File: config.mk
export PLATFORM = sky130hd
export DESIGN_NAME = rect_compositor
export DESIGN_NICKNAME = d
export VERILOG_FILES = /design/src/rtl/rect_compositor.sv
export SDC_FILE = /design/constraint.sdc
export NUM_CORES = 1
export LEC_CHECK = 0
export CORE_UTILIZATION = 60
export CTS_BUF_LIST = sky130_fd_sc_hd__clkbuf_8
export CTS_CLUSTER_DIAMETER = 50
export CTS_CLUSTER_SIZE = 25
export DETAILED_ROUTE_END_ITERATION = 7
export GPL_TIMING_DRIVEN = 0
export PLACE_DENSITY = 0.78
export SETUP_SLACK_MARGIN = 0.3
export SLEW_MARGIN = 40
export SYNTH_ARGS = -nofsm -noshare
export SYNTH_HDL_FRONTEND = slang
export SYNTH_SLANG_ARGS = --single-unit
File: constraint.sdc
create_clock -name clk_i -period 5.35 [get_ports clk_i]
set_input_delay 1.07 -clock clk_i [delete_from_list [all_inputs] [get_ports clk_i]]
set_output_delay 1.07 -clock clk_i [all_outputs]
set_load 0.005 [all_outputs]
File: src/rtl/rect_compositor.sv
// rect_compositor: VGA timing plus N_RECT prioritised rectangles committed atomically at vblank start.
// Optional GFX_BOUNCE_EN: per-rectangle velocity applied at each commit, bouncing off the active area.
module rect_compositor #(
  parameter int N_RECT = 4,
  parameter int COLOR_W = 4,
  parameter int PIX_DIV = 4,
  parameter int H_ACTIVE = 640, H_FP = 16, H_SYNC = 96, H_BP = 48,
  parameter int V_ACTIVE = 480, V_FP = 10, V_SYNC = 2, V_BP = 33,
  parameter logic [3*COLOR_W-1:0] BG_COLOR = '0,
  localparam int IW = N_RECT > 1 ? $clog2(N_RECT) : 1,
  localparam int CW = 3*COLOR_W
)(
  input  logic               clk_i,
  input  logic               rst_ni,
  input  logic               wr_valid_i,
  output logic               wr_ready_o,
  input  logic [IW-1:0]      wr_idx_i,
  input  logic               wr_en_i,
  input  logic [9:0]         wr_x0_i,
  input  logic [9:0]         wr_x1_i,
  input  logic [9:0]         wr_y0_i,
  input  logic [9:0]         wr_y1_i,
  input  logic [CW-1:0]      wr_color_i,
`ifdef GFX_BOUNCE_EN
  input  logic signed [3:0]  wr_dx_i,
  input  logic signed [3:0]  wr_dy_i,
`endif
  output logic               hsync_o,
  output logic               vsync_o,
  output logic [COLOR_W-1:0] vga_r_o,
  output logic [COLOR_W-1:0] vga_g_o,
  output logic [COLOR_W-1:0] vga_b_o,
  output logic               frame_start_o
);
  localparam int DW = PIX_DIV > 1 ? $clog2(PIX_DIV) : 1;
  localparam logic [DW-1:0] D_LAST = DW'(PIX_DIV - 1);
  localparam logic [9:0] H_LAST = 10'(H_ACTIVE + H_FP + H_SYNC + H_BP - 1);
  localparam logic [9:0] V_LAST = 10'(V_ACTIVE + V_FP + V_SYNC + V_BP - 1);
  localparam logic [9:0] HA = 10'(H_ACTIVE), VA = 10'(V_ACTIVE), V_CM = 10'(V_ACTIVE - 1);
  localparam logic [9:0] HS0 = 10'(H_ACTIVE + H_FP), HS1 = 10'(H_ACTIVE + H_FP + H_SYNC);
  localparam logic [9:0] VS0 = 10'(V_ACTIVE + V_FP), VS1 = 10'(V_ACTIVE + V_FP + V_SYNC);

  typedef struct packed {
    logic             en;
    logic [9:0]       x0, x1, y0, y1;
    logic [CW-1:0]    col;
`ifdef GFX_BOUNCE_EN
    logic signed [3:0] dx, dy;
`endif
  } rect_t;

  logic [DW-1:0] div_q, div_d;
  logic [9:0] h_q, h_d, v_q, v_d;
  logic pix_stb, commit, wr_fire;
  rect_t sh_q [N_RECT];
  rect_t lv_q [N_RECT];
  rect_t lv_d [N_RECT];
  rect_t wr_rect;
  logic [N_RECT-1:0] dirty_q, hit_q, hit_d;
  logic act_q, hs1_q, vs1_q, hs_q, vs_q;
  logic [CW-1:0] col_q, col_d;

  assign pix_stb = div_q == D_LAST;
  assign commit = pix_stb && h_q == H_LAST && v_q == V_CM;
  assign wr_ready_o = !commit;
  assign frame_start_o = commit;
  assign wr_fire = wr_valid_i && wr_ready_o;
`ifdef GFX_BOUNCE_EN
  assign wr_rect = {wr_en_i, wr_x0_i, wr_x1_i, wr_y0_i, wr_y1_i, wr_color_i, wr_dx_i, wr_dy_i};

  function automatic logic off_edge(input logic [9:0] a0, a1, input logic signed [3:0] d, input logic [9:0] lim);
    logic signed [11:0] n0, n1;
    n0 = $signed({2'b0, a0}) + 12'(d);
    n1 = $signed({2'b0, a1}) + 12'(d);
    return n0 < 0 || n1 > $signed({2'b0, lim});
  endfunction
`else
  assign wr_rect = {wr_en_i, wr_x0_i, wr_x1_i, wr_y0_i, wr_y1_i, wr_color_i};
`endif

  always_comb begin
    div_d = pix_stb ? '0 : div_q + 1'b1;
    h_d = pix_stb ? (h_q == H_LAST ? '0 : h_q + 1'b1) : h_q;
    v_d = (pix_stb && h_q == H_LAST) ? (v_q == V_LAST ? '0 : v_q + 1'b1) : v_q;
  end

  // Next live table at commit: dirty entries take the shadow, the rest keep (or move)
  always_comb
    for (int i = 0; i < N_RECT; i++) begin
      lv_d[i] = dirty_q[i] ? sh_q[i] : lv_q[i];
`ifdef GFX_BOUNCE_EN
      if (!dirty_q[i] && lv_q[i].en) begin
        if (off_edge(lv_q[i].x0, lv_q[i].x1, lv_q[i].dx, HA)) lv_d[i].dx = -lv_q[i].dx;
        else begin
          lv_d[i].x0 = lv_q[i].x0 + 10'(lv_q[i].dx);
          lv_d[i].x1 = lv_q[i].x1 + 10'(lv_q[i].dx);
        end
        if (off_edge(lv_q[i].y0, lv_q[i].y1, lv_q[i].dy, VA)) lv_d[i].dy = -lv_q[i].dy;
        else begin
          lv_d[i].y0 = lv_q[i].y0 + 10'(lv_q[i].dy);
          lv_d[i].y1 = lv_q[i].y1 + 10'(lv_q[i].dy);
        end
      end
`endif
    end

  always_comb
    for (int i = 0; i < N_RECT; i++)
      hit_d[i] = lv_q[i].en && h_q >= lv_q[i].x0 && h_q < lv_q[i].x1 && v_q >= lv_q[i].y0 && v_q < lv_q[i].y1;

  always_comb begin
    col_d = BG_COLOR;
    for (int i = N_RECT - 1; i >= 0; i--) if (hit_q[i]) col_d = lv_q[i].col;
    if (!act_q) col_d = '0;
  end

  always_ff @(posedge clk_i or negedge rst_ni)
    if (!rst_ni) begin
      div_q <= '0;
      h_q <= '0;
      v_q <= '0;
    end else begin
      div_q <= div_d;
      h_q <= h_d;
      v_q <= v_d;
    end

  always_ff @(posedge clk_i or negedge rst_ni)
    if (!rst_ni) begin
      for (int i = 0; i < N_RECT; i++) begin
        sh_q[i] <= '0;
        lv_q[i] <= '0;
      end
      dirty_q <= '0;
    end else
      for (int i = 0; i < N_RECT; i++) begin
        if (wr_fire && int'(wr_idx_i) == i) begin
          sh_q[i] <= wr_rect;
          dirty_q[i] <= 1'b1;
        end
        if (commit) begin
          lv_q[i] <= lv_d[i];
          dirty_q[i] <= 1'b0;
        end
      end

  always_ff @(posedge clk_i or negedge rst_ni)
    if (!rst_ni) begin
      hit_q <= '0;
      act_q <= 1'b0;
      hs1_q <= 1'b1;
      vs1_q <= 1'b1;
      col_q <= '0;
      hs_q <= 1'b1;
      vs_q <= 1'b1;
    end else if (pix_stb) begin
      hit_q <= hit_d;
      act_q <= h_q < HA && v_q < VA;
      hs1_q <= !(h_q >= HS0 && h_q < HS1);
      vs1_q <= !(v_q >= VS0 && v_q < VS1);
      col_q <= col_d;
      hs_q <= hs1_q;
      vs_q <= vs1_q;
    end

  assign hsync_o = hs_q;
  assign vsync_o = vs_q;
  assign vga_r_o = col_q[CW-1 -: COLOR_W];
  assign vga_g_o = col_q[2*COLOR_W-1 -: COLOR_W];
  assign vga_b_o = col_q[COLOR_W-1:0];
endmodule

==> results_dict.tcl, run 1 <==
set metrics [dict create \
    outcome "completed" \
    hold_path_class "in -> async" \
    drive_gt1_frac 0.314 \
    die-width_um 196 \
    cap_violations 0 \
    setup.worst_path.class "reg -> out" \
    cp-start-kind "register" \
    synth.avg_cell_area_um2 13.7 \
    vias_per_cell 5.77 \
    final-hold-violation-count 0 \
    cts-hold-fix-buffers 0 \
    tightestPinTransition_ns 0.770 \
    power.static_leakage_nw 11.9 \
    synth-edff-count 0 \
    timing.final.crit_share 0.814 \
    global_route.usage.total 0.266 \
    max_clock_freq_ghz 0.230 \
    pwr_density_cell_nw_per_um2 271 \
    postRouteAntennaNets 0 \
    std_cell_rows 70 \
    skew_ns 0.0367 \
    drt-wirelength-per-cell_um 21.2 \
    coreArea_um2 36900 \
    design.die.area_um2 38500 \
    cts.htree.levels 2 \
    synth.yosys.warnings 0 \
    ir_worst_vdd_v 0.000246 \
    placed_area_um2 24200 \
    global_route.overflow_total 0 \
    initial_utilization 0.613 \
    io-pin-count 74 \
    die_y_um 196 \
    timing.critical_path.arrival_ns 3.29 \
    post_synthesis_cells 1648 \
    drt_iter0_markers 825 \
    wl_um 48800 \
    synthesis.area_um2 22600 \
    total_power_mw 6.79 \
    num-fill-cells 2563 \
    grt_pass1_wl_um 78700 \
    clkSlewWorstSetupHoldPaths_ns 0.12 \
    critPathRequiredTime_ns 4.28 \
    max-slew-margin-rel 0.485 \
    synth_top_area_share 0.517 \
    cts_inserted_buffers 41 \
    hold-worst-slack_ns 0.387 \
    clockRootBuffer "clkbuf_8" \
    asyncSetResetFlopFracSynth 1.00 \
    endpoint_kind "primary output" \
    insertion_delay_ns 0.64 \
    timing.critical_path.fanout_max 14 \
    drt_pre_antenna_iters 5 \
    grt_max_degree 78 \
    syn_nets 1863 \
    io_buffer_count 73 \
    tritoncts "built" \
    drc 0 \
    clock-sinks 471 \
    timing.final.setup_violations 0 \
    syn_to_final_growth_pct 10.8 \
    synth_seq_cells 471 \
    tns_ns 0 \
    unrepaired_setup_endpoints_after_global_routing "false" \
    stdcell_area_um2 25100 \
    routabilityCongestion 0.816 \
    detailroute.via_count 13300 \
    synth_flop_cell "dfrtp_1" \
    cts_max_path_buffers 3 \
    synth_unique_cells 55 \
    synth-seq-area-share 0.521 \
    synth.area.top_cells "dfrtp_1 (52%), mux2_4 (13%), mux2_2 (11%)" \
    synthMostInstantiatedCell "dfrtp_1" \
    layout_min_cycle_time_ns 4.36 \
    ys_top_cells_by_count "dfrtp_1 (467), mux2_2 (226), mux2_4 (200), ha_1 (157), inv_1 (155)" \
    maxSlewViolCount 0 \
    netlist.top_cell.by_area "dfrtp_1" \
    grt_pass1_vias 14100 \
    place_hpwl_um 33500 \
    cts_resized 0 \
    finish.net_count 1985 \
    initial_antenna_violation_count 0 \
    post_cts.repair.setup_buffers 0 \
    n_antenna_cell 0 \
]
## flip-flops by register name (all words and copies together) (netlist names), 2 cells and up
signal	cells
lv_q	212
sh_q	212
col_q	12
h_q	10
v_q	10
dirty_q	4
hit_q	4
div_q	2
## stage by stage
stage | utilization | std cells | setup WS (ns)
CTS | 0.679 | 2303 | 0.937
detailed placement | 0.655 | 2231 | 1.65
global placement | 0.650 | 2225 | -16.90
floorplan | - | 1648 | 2.64
global route | 0.680 | 2303 | 0.808
finish | 0.680 | 2303 | 0.993
## cells by family (layout without fill, tap and decap cells)
family / Yosys count / count (layout) / share of synthesized area
buf+inv: 212 / 363 / 0.0458
simple gates: 193 / 193 / 0.0462
compound gates: 179 / 179 / 0.0505
fa+ha+maj: 157 / 157 / 0.0869
xor+xnor: 10 / 10 / 0.00387
flops: 471 / 471 / 0.521
mux: 426 / 426 / 0.245
## worst paths after layout
kind / startpoint / to / slack [ns] / cells past startpoint
worst max-delay path: h_q[4]$_DFFE_PN0P_ / frame_start_o / 0.99 / 5
worst min-delay path: rst_ni / sh_q[139]$_DFFE_PN0P_ / 0.39 / 1
worst max register to register: h_q[4]$_DFFE_PN0P_ / sh_q[188]$_DFFE_PN0P_ / 2.18 / 7
worst min register to register: div_q[0]$_DFF_PN0_ / div_q[0]$_DFF_PN0_ / 0.44 / 1
max in group asynchronous: rst_ni / sh_q[161]$_DFFE_PN0P_ / 3.42 / 4
min in group clk_i: div_q[0]$_DFF_PN0_ / div_q[0]$_DFF_PN0_ / 0.44 / 1
## layout by cell type, fill, tap and decap left out, types with 10 or more instances in the layout
master / instances
buf_4: 11
nand2_1: 41
dfrtp_1: 467
buf_6: 25
clkbuf_1: 12
inv_1: 155
nand3_1: 24
nand2b_1: 10
a221oi_1: 11
mux2_2: 226
nor3_1: 19
nor2b_1: 24
nor2_1: 34
a21oi_1: 62
ha_1: 157
o21ai_0: 39
o2bb2ai_1: 13
a211oi_1: 13
clkdlybuf4s50_1: 72
clkbuf_8: 42
mux2_4: 200
## power breakdown
part           internal [mW]  switching [mW]  total, mW  leakage, nW
Combinational          0.306           0.209      0.515         5.38
Sequential              3.86           0.159       4.02         6.07
Clock                  0.845            1.41       2.26        0.448
Total                   5.01            1.78       6.79         11.9
## cell type report
cell class	instances	area (um2)	area share
well taps	504	631	0.0252
flip-flops and latches	471	11800	0.471
clock inverters	30	322	0.0128
clock buffers	42	578	0.0231
multi-input cells	965	9800	0.391
plain buffers	56	449	0.0179
inverters	156	586	0.0234
repair buffers	79	901	0.0360
## worst max-delay path, stage by stage (launching register included)
cell	delay, ns
dfrtp_1	0.79
nor4b_2	0.39
nand4_2	0.29
nor3_4	0.41
buf_6	0.25
clkdlybuf4s50_1	0.53
## metal layers
layer | routed length (um) | global-route usage | up-vias
li1 | - | - | 6051
met1 | 22100 | 0.371 | 6893
met2 | 23400 | 0.432 | 249
met3 | 1800 | 0.0351 | 90
met4 | 1450 | 0.0900 | 0
met5 | 0 | 0 | -
Note: power is estimated with default switching activity, not from simulation.
==> run 2: changes to the inputs <==
- clock period: 5.35 -> 4.5 ns (I/O delays scaled with it)
==> results_dict.tcl, run 2 (synthesis results as in run 1) <==
set metrics [dict create \
    detailedPlace.worstSlack_ns 0.973 \
    io_buffer_count 73 \
    layout.cells.most_common_list "dfrtp_1 (463), mux2_2 (226), mux2_4 (200), ha_1 (157), inv_1 (155)" \
    global_route.usage.total 0.266 \
    die-width_um 196 \
    postLayoutSetupSlackWorst_ns 0.465 \
    timing.final.setup_violations 0 \
    postRouteAntennaNets 0 \
    placed_cells_incl_taps 2231 \
    tns_ns 0 \
    cts.htree.levels 2 \
    max_clock_freq_ghz 0.248 \
    tritoncts "built" \
    tightestPinTransition_ns 0.769 \
    most_common_library_cell_in_the_layout_ignoring_fill_and_taps "dfrtp_1" \
    vias_per_cell 5.75 \
    cp-start-kind "register" \
    drive_gt1_frac 0.316 \
    setup.worst_path.class "reg -> out" \
    total_power_mw 8.07 \
    initial_utilization 0.613 \
    cts_inserted_buffers 41 \
    grt_pass1_vias 14100 \
    ir_worst_vdd_v 0.000293 \
    layout.cells.non_filler 2303 \
    clkSlewWorstSetupHoldPaths_ns 0.11 \
    placed_area_um2 24200 \
    drt_pre_antenna_iters 5 \
    power.static_leakage_nw 11.9 \
    endpoint_kind "primary output" \
    hold_path_class "in -> async" \
    unrepaired_setup_endpoints_after_global_routing "false" \
    stdcell_area_um2 25100 \
    grt_max_degree 78 \
    timing.critical_path.fanout_max 13 \
    insertion_delay_ns 0.64 \
    drt_iter0_markers 815 \
    clockRootBuffer "clkbuf_8" \
    drt-wirelength-per-cell_um 21.2 \
    layout_min_cycle_time_ns 4.04 \
    cap_violations 0 \
    timing.critical_path.arrival_ns 3.14 \
    global_route.overflow_total 0 \
    die_y_um 196 \
    outcome "completed" \
    detailroute.via_count 13200 \
    n_antenna_cell 0 \
    cts-hold-fix-buffers 0 \
    skew_ns 0.0374 \
    max-slew-margin-rel 0.486 \
    maxSlewViolCount 0 \
    drc 0 \
    num-fill-cells 2564 \
    pwr_density_cell_nw_per_um2 322 \
    coreArea_um2 36900 \
    timing.final.crit_share 0.897 \
    io-pin-count 74 \
    critPathRequiredTime_ns 3.60 \
    wl_um 48800 \
    finish.utilization 0.680 \
    final-hold-violation-count 0 \
    design.die.area_um2 38500 \
    finish.net_count 1985 \
    initial_antenna_violation_count 0 \
    cts_max_path_buffers 3 \
    hold-worst-slack_ns 0.216 \
    syn_to_final_growth_pct 10.8 \
    place_hpwl_um 33500 \
    grt_pass1_wl_um 78700 \
    routabilityCongestion 0.816 \
    reg_top3 "lv_q: 212 flops, sh_q: 212 flops, col_q: 12 flops" \
    clock-sinks 471 \
    std_cell_rows 70 \
]
run 2: cell counts in the layout (fill, tap and decap cells not counted):
Identical to the previous run, type by type.
run 2: routing by layer:
layer	wire length, um	vias to the layer above	global-route usage
li1	-	6043	-
met1	22000	6850	0.371
met2	23500	257	0.432
met3	1870	91	0.0351
met4	1430	0	0.0900
met5	0	-	0
run 2: layout make-up:
| type | count | area [um2] | area share |
|---|---|---|---|
| Buffer | 56 | 449 | 0.0179 |
| Clock buffer | 42 | 578 | 0.0231 |
| Clock inverter | 30 | 322 | 0.0128 |
| Inverter | 156 | 586 | 0.0234 |
| Multi-Input combinational cell | 965 | 9800 | 0.391 |
| Sequential cell | 471 | 11800 | 0.471 |
| Tap cell | 504 | 631 | 0.0252 |
| Timing Repair Buffer | 79 | 901 | 0.0359 |
run 2: path summary, 6_finish.rpt:
| path | startpoint | to | slack (ns) | depth (start not counted) |
|---|---|---|---|---|
| setup / recovery | h_q[5]$_DFFE_PN0P_ | frame_start_o | 0.46 | 5 |
| hold / removal | rst_ni | sh_q[139]$_DFFE_PN0P_ | 0.22 | 1 |
| setup reg to reg | h_q[5]$_DFFE_PN0P_ | sh_q[161]$_DFFE_PN0P_ | 1.49 | 7 |
| hold reg to reg | div_q[0]$_DFF_PN0_ | div_q[0]$_DFF_PN0_ | 0.44 | 1 |
| max in group asynchronous | rst_ni | sh_q[161]$_DFFE_PN0P_ | 2.75 | 4 |
| min in group clk_i | div_q[0]$_DFF_PN0_ | div_q[0]$_DFF_PN0_ | 0.44 | 1 |
run 2: what timing repair did:
| action | 4_1_cts | 5_1_grt |
|---|---|---|
| endpoints found under the hold margin | 0 | 0 |
| resized for setup | 2 | 2 |
| setup endpoints to repair | 2 | 2 |
| buffers inserted | 0 | 0 |
run 2: power by group:
group	internal (mW)	leakage, nW	switching [mW]	total, mW
Combinational	0.364	5.38	0.249	0.613
Clock	1.00	0.448	1.67	2.68
Sequential	4.59	6.07	0.189	4.78
run 2: critical path, stage by stage (launching register included):
cell	delay (ns)
dfrtp_1	0.64
nor4b_2	0.38
nand4_2	0.30
nor3_4	0.41
buf_6	0.25
clkdlybuf4s50_1	0.53
==> run 3: changes to the inputs <==
- CTS_CLUSTER_SIZE: 25 -> 10
==> results_dict.tcl, run 3 (synthesis results as in run 1) <==
set metrics [dict create \
    outcome "completed" \
    final-hold-violation-count 0 \
    finish.net_count 2000 \
    coreArea_um2 36900 \
    drive_gt1_frac 0.310 \
    routabilityCongestion 0.816 \
    skew_ns 0.0428 \
    critPathRequiredTime_ns 3.60 \
    clockRootBuffer "clkbuf_8" \
    n_antenna_cell 0 \
    total_power_mw 8.10 \
    worstPathBufferInverterCount 2 \
    wl_um 48800 \
    grt_max_degree 78 \
    pwr_density_cell_nw_per_um2 323 \
    layout.cells.non_filler 2312 \
    vias_per_cell 5.71 \
    die-width_um 196 \
    postLayoutSetupSlackWorst_ns 0.583 \
    layout_min_cycle_time_ns 3.92 \
    cts-hold-fix-buffers 0 \
    most_common_library_cell_in_the_layout_ignoring_fill_and_taps "dfrtp_1" \
    cp-start-kind "register" \
    hold_path_class "in -> async" \
    drc 0 \
    timing.critical_path.arrival_ns 3.02 \
    drt_iter0_markers 702 \
    max_clock_freq_ghz 0.255 \
    insertion_delay_ns 0.66 \
    worst_path_largest_cell_delay_ns 0.60 \
    design.die.area_um2 38500 \
    cts.htree.levels 2 \
    layout.cells.most_common_list "dfrtp_1 (464), mux2_2 (226), mux2_4 (200), inv_1 (170), ha_1 (157)" \
    global_route.usage.total 0.267 \
    detailedPlace.worstSlack_ns 0.973 \
    timing.critical_path.fanout_max 12 \
    cap_violations 0 \
    std_cell_rows 70 \
    critPathTopFamily "simple AND/OR/NAND/NOR gates" \
    grt_pass1_wl_um 79200 \
    global_route.overflow_total 0 \
    cts_max_path_buffers 3 \
    tns_ns 0 \
    ir_worst_vdd_v 0.000232 \
    critical-path-slowest-cell "dfrtp_1" \
    detailroute.via_count 13200 \
    clkSlewWorstSetupHoldPaths_ns 0.07 \
    postRouteAntennaNets 0 \
    drt_pre_antenna_iters 5 \
    max-slew-margin-rel 0.489 \
    worst_path_cell_trace "nor4b_2 > nand4_2 > nor3_4 > buf_6 > clkdlybuf4s50_1" \
    drt-wirelength-per-cell_um 21.1 \
    tritoncts "built" \
    clock-sinks 471 \
    io-pin-count 74 \
    io_buffer_count 73 \
    reg_top3 "lv_q: 212 flops, sh_q: 212 flops, col_q: 12 flops" \
    endpoint_kind "primary output" \
    die_y_um 196 \
    cts_inserted_buffers 55 \
    maxSlewViolCount 0 \
    syn_to_final_growth_pct 10.9 \
    initial_antenna_violation_count 0 \
    timing.final.setup_violations 0 \
    finish.utilization 0.680 \
    setup.worst_path.class "reg -> out" \
    place_hpwl_um 33500 \
    unrepaired_setup_endpoints_after_global_routing "false" \
    tightestPinTransition_ns 0.763 \
    grt_pass1_vias 14200 \
    placed_cells_incl_taps 2231 \
    power.static_leakage_nw 12.0 \
    initial_utilization 0.613 \
    timing.final.crit_share 0.871 \
]
==> run 3: cell types whose count changed in the layout (fill, tap and decap cells not counted) <==
cell | before | now
buf_4 | 11 | 12
clkbuf_8 | 42 | 60
clkinv_2 | 2 | 1
clkinv_4 | 5 | 0
clkinv_8 | 5 | 0
clkinvlp_4 | 3 | 2
dfrtp_1 | 463 | 464
dfrtp_2 | 4 | 3
inv_1 | 155 | 170
inv_12 | 3 | 0
inv_6 | 8 | 2
inv_8 | 4 | 0
==> run 3: through the flow <==
step / hold slack [ns] / area (um2)
finish: 0.212 / 25100
global route: 0.233 / 25100
CTS: 0.198 / 25100
detailed placement: 0.420 / 24200
global placement: 0.414 / 24000
floorplan: 0.403 / 22600
==> run 3: cell type report <==
cell class / instances / area, um2
Inverter: 156 / 586
Multi-Input combinational cell: 965 / 9800
Buffer: 56 / 449
Sequential cell: 471 / 11800
Tap cell: 504 / 631
Clock buffer: 60 / 826
Fill cell: 2578 / 11800
Timing Repair Buffer: 80 / 908
Clock inverter: 20 / 93.8
==> run 3: timing repair <==
action,CTS,global route
setup endpoints to repair,2,2
gates resized for setup,3,0
pin swaps,0,1
endpoints found under the hold margin,0,0
setup buffers,0,1
==> run 3: path summary, 6_finish.rpt <==
| kind | from | end | slack [ns] | cells past startpoint |
|---|---|---|---|---|
| worst max-delay path | h_q[6]$_DFFE_PN0P_ | frame_start_o | 0.58 | 5 |
| worst min-delay path | rst_ni | sh_q[139]$_DFFE_PN0P_ | 0.21 | 1 |
| worst max register to register | h_q[6]$_DFFE_PN0P_ | sh_q[182]$_DFFE_PN0P_ | 1.46 | 8 |
| worst min register to register | div_q[0]$_DFF_PN0_ | div_q[0]$_DFF_PN0_ | 0.43 | 1 |
| max in group asynchronous | rst_ni | sh_q[56]$_DFFE_PN0P_ | 2.77 | 4 |
| min in group clk_i | div_q[0]$_DFF_PN0_ | div_q[0]$_DFF_PN0_ | 0.43 | 1 |
==> run 3: routing by layer <==
metal,wire [um],track usage,vias to the layer above
li1,-,-,6069
met1,22300,0.376,6831
met2,23500,0.430,219
met3,1600,0.0335,91
met4,1430,0.0952,0
met5,0,0,-
==> run 3: report_power, final <==
| group | internal (mW) | leakage (nW) | switching, mW | total (mW) |
|---|---|---|---|---|
| Clock | 1.20 | 0.525 | 1.50 | 2.71 |
| Sequential | 4.59 | 6.07 | 0.187 | 4.78 |
| Combinational | 0.363 | 5.38 | 0.247 | 0.611 |
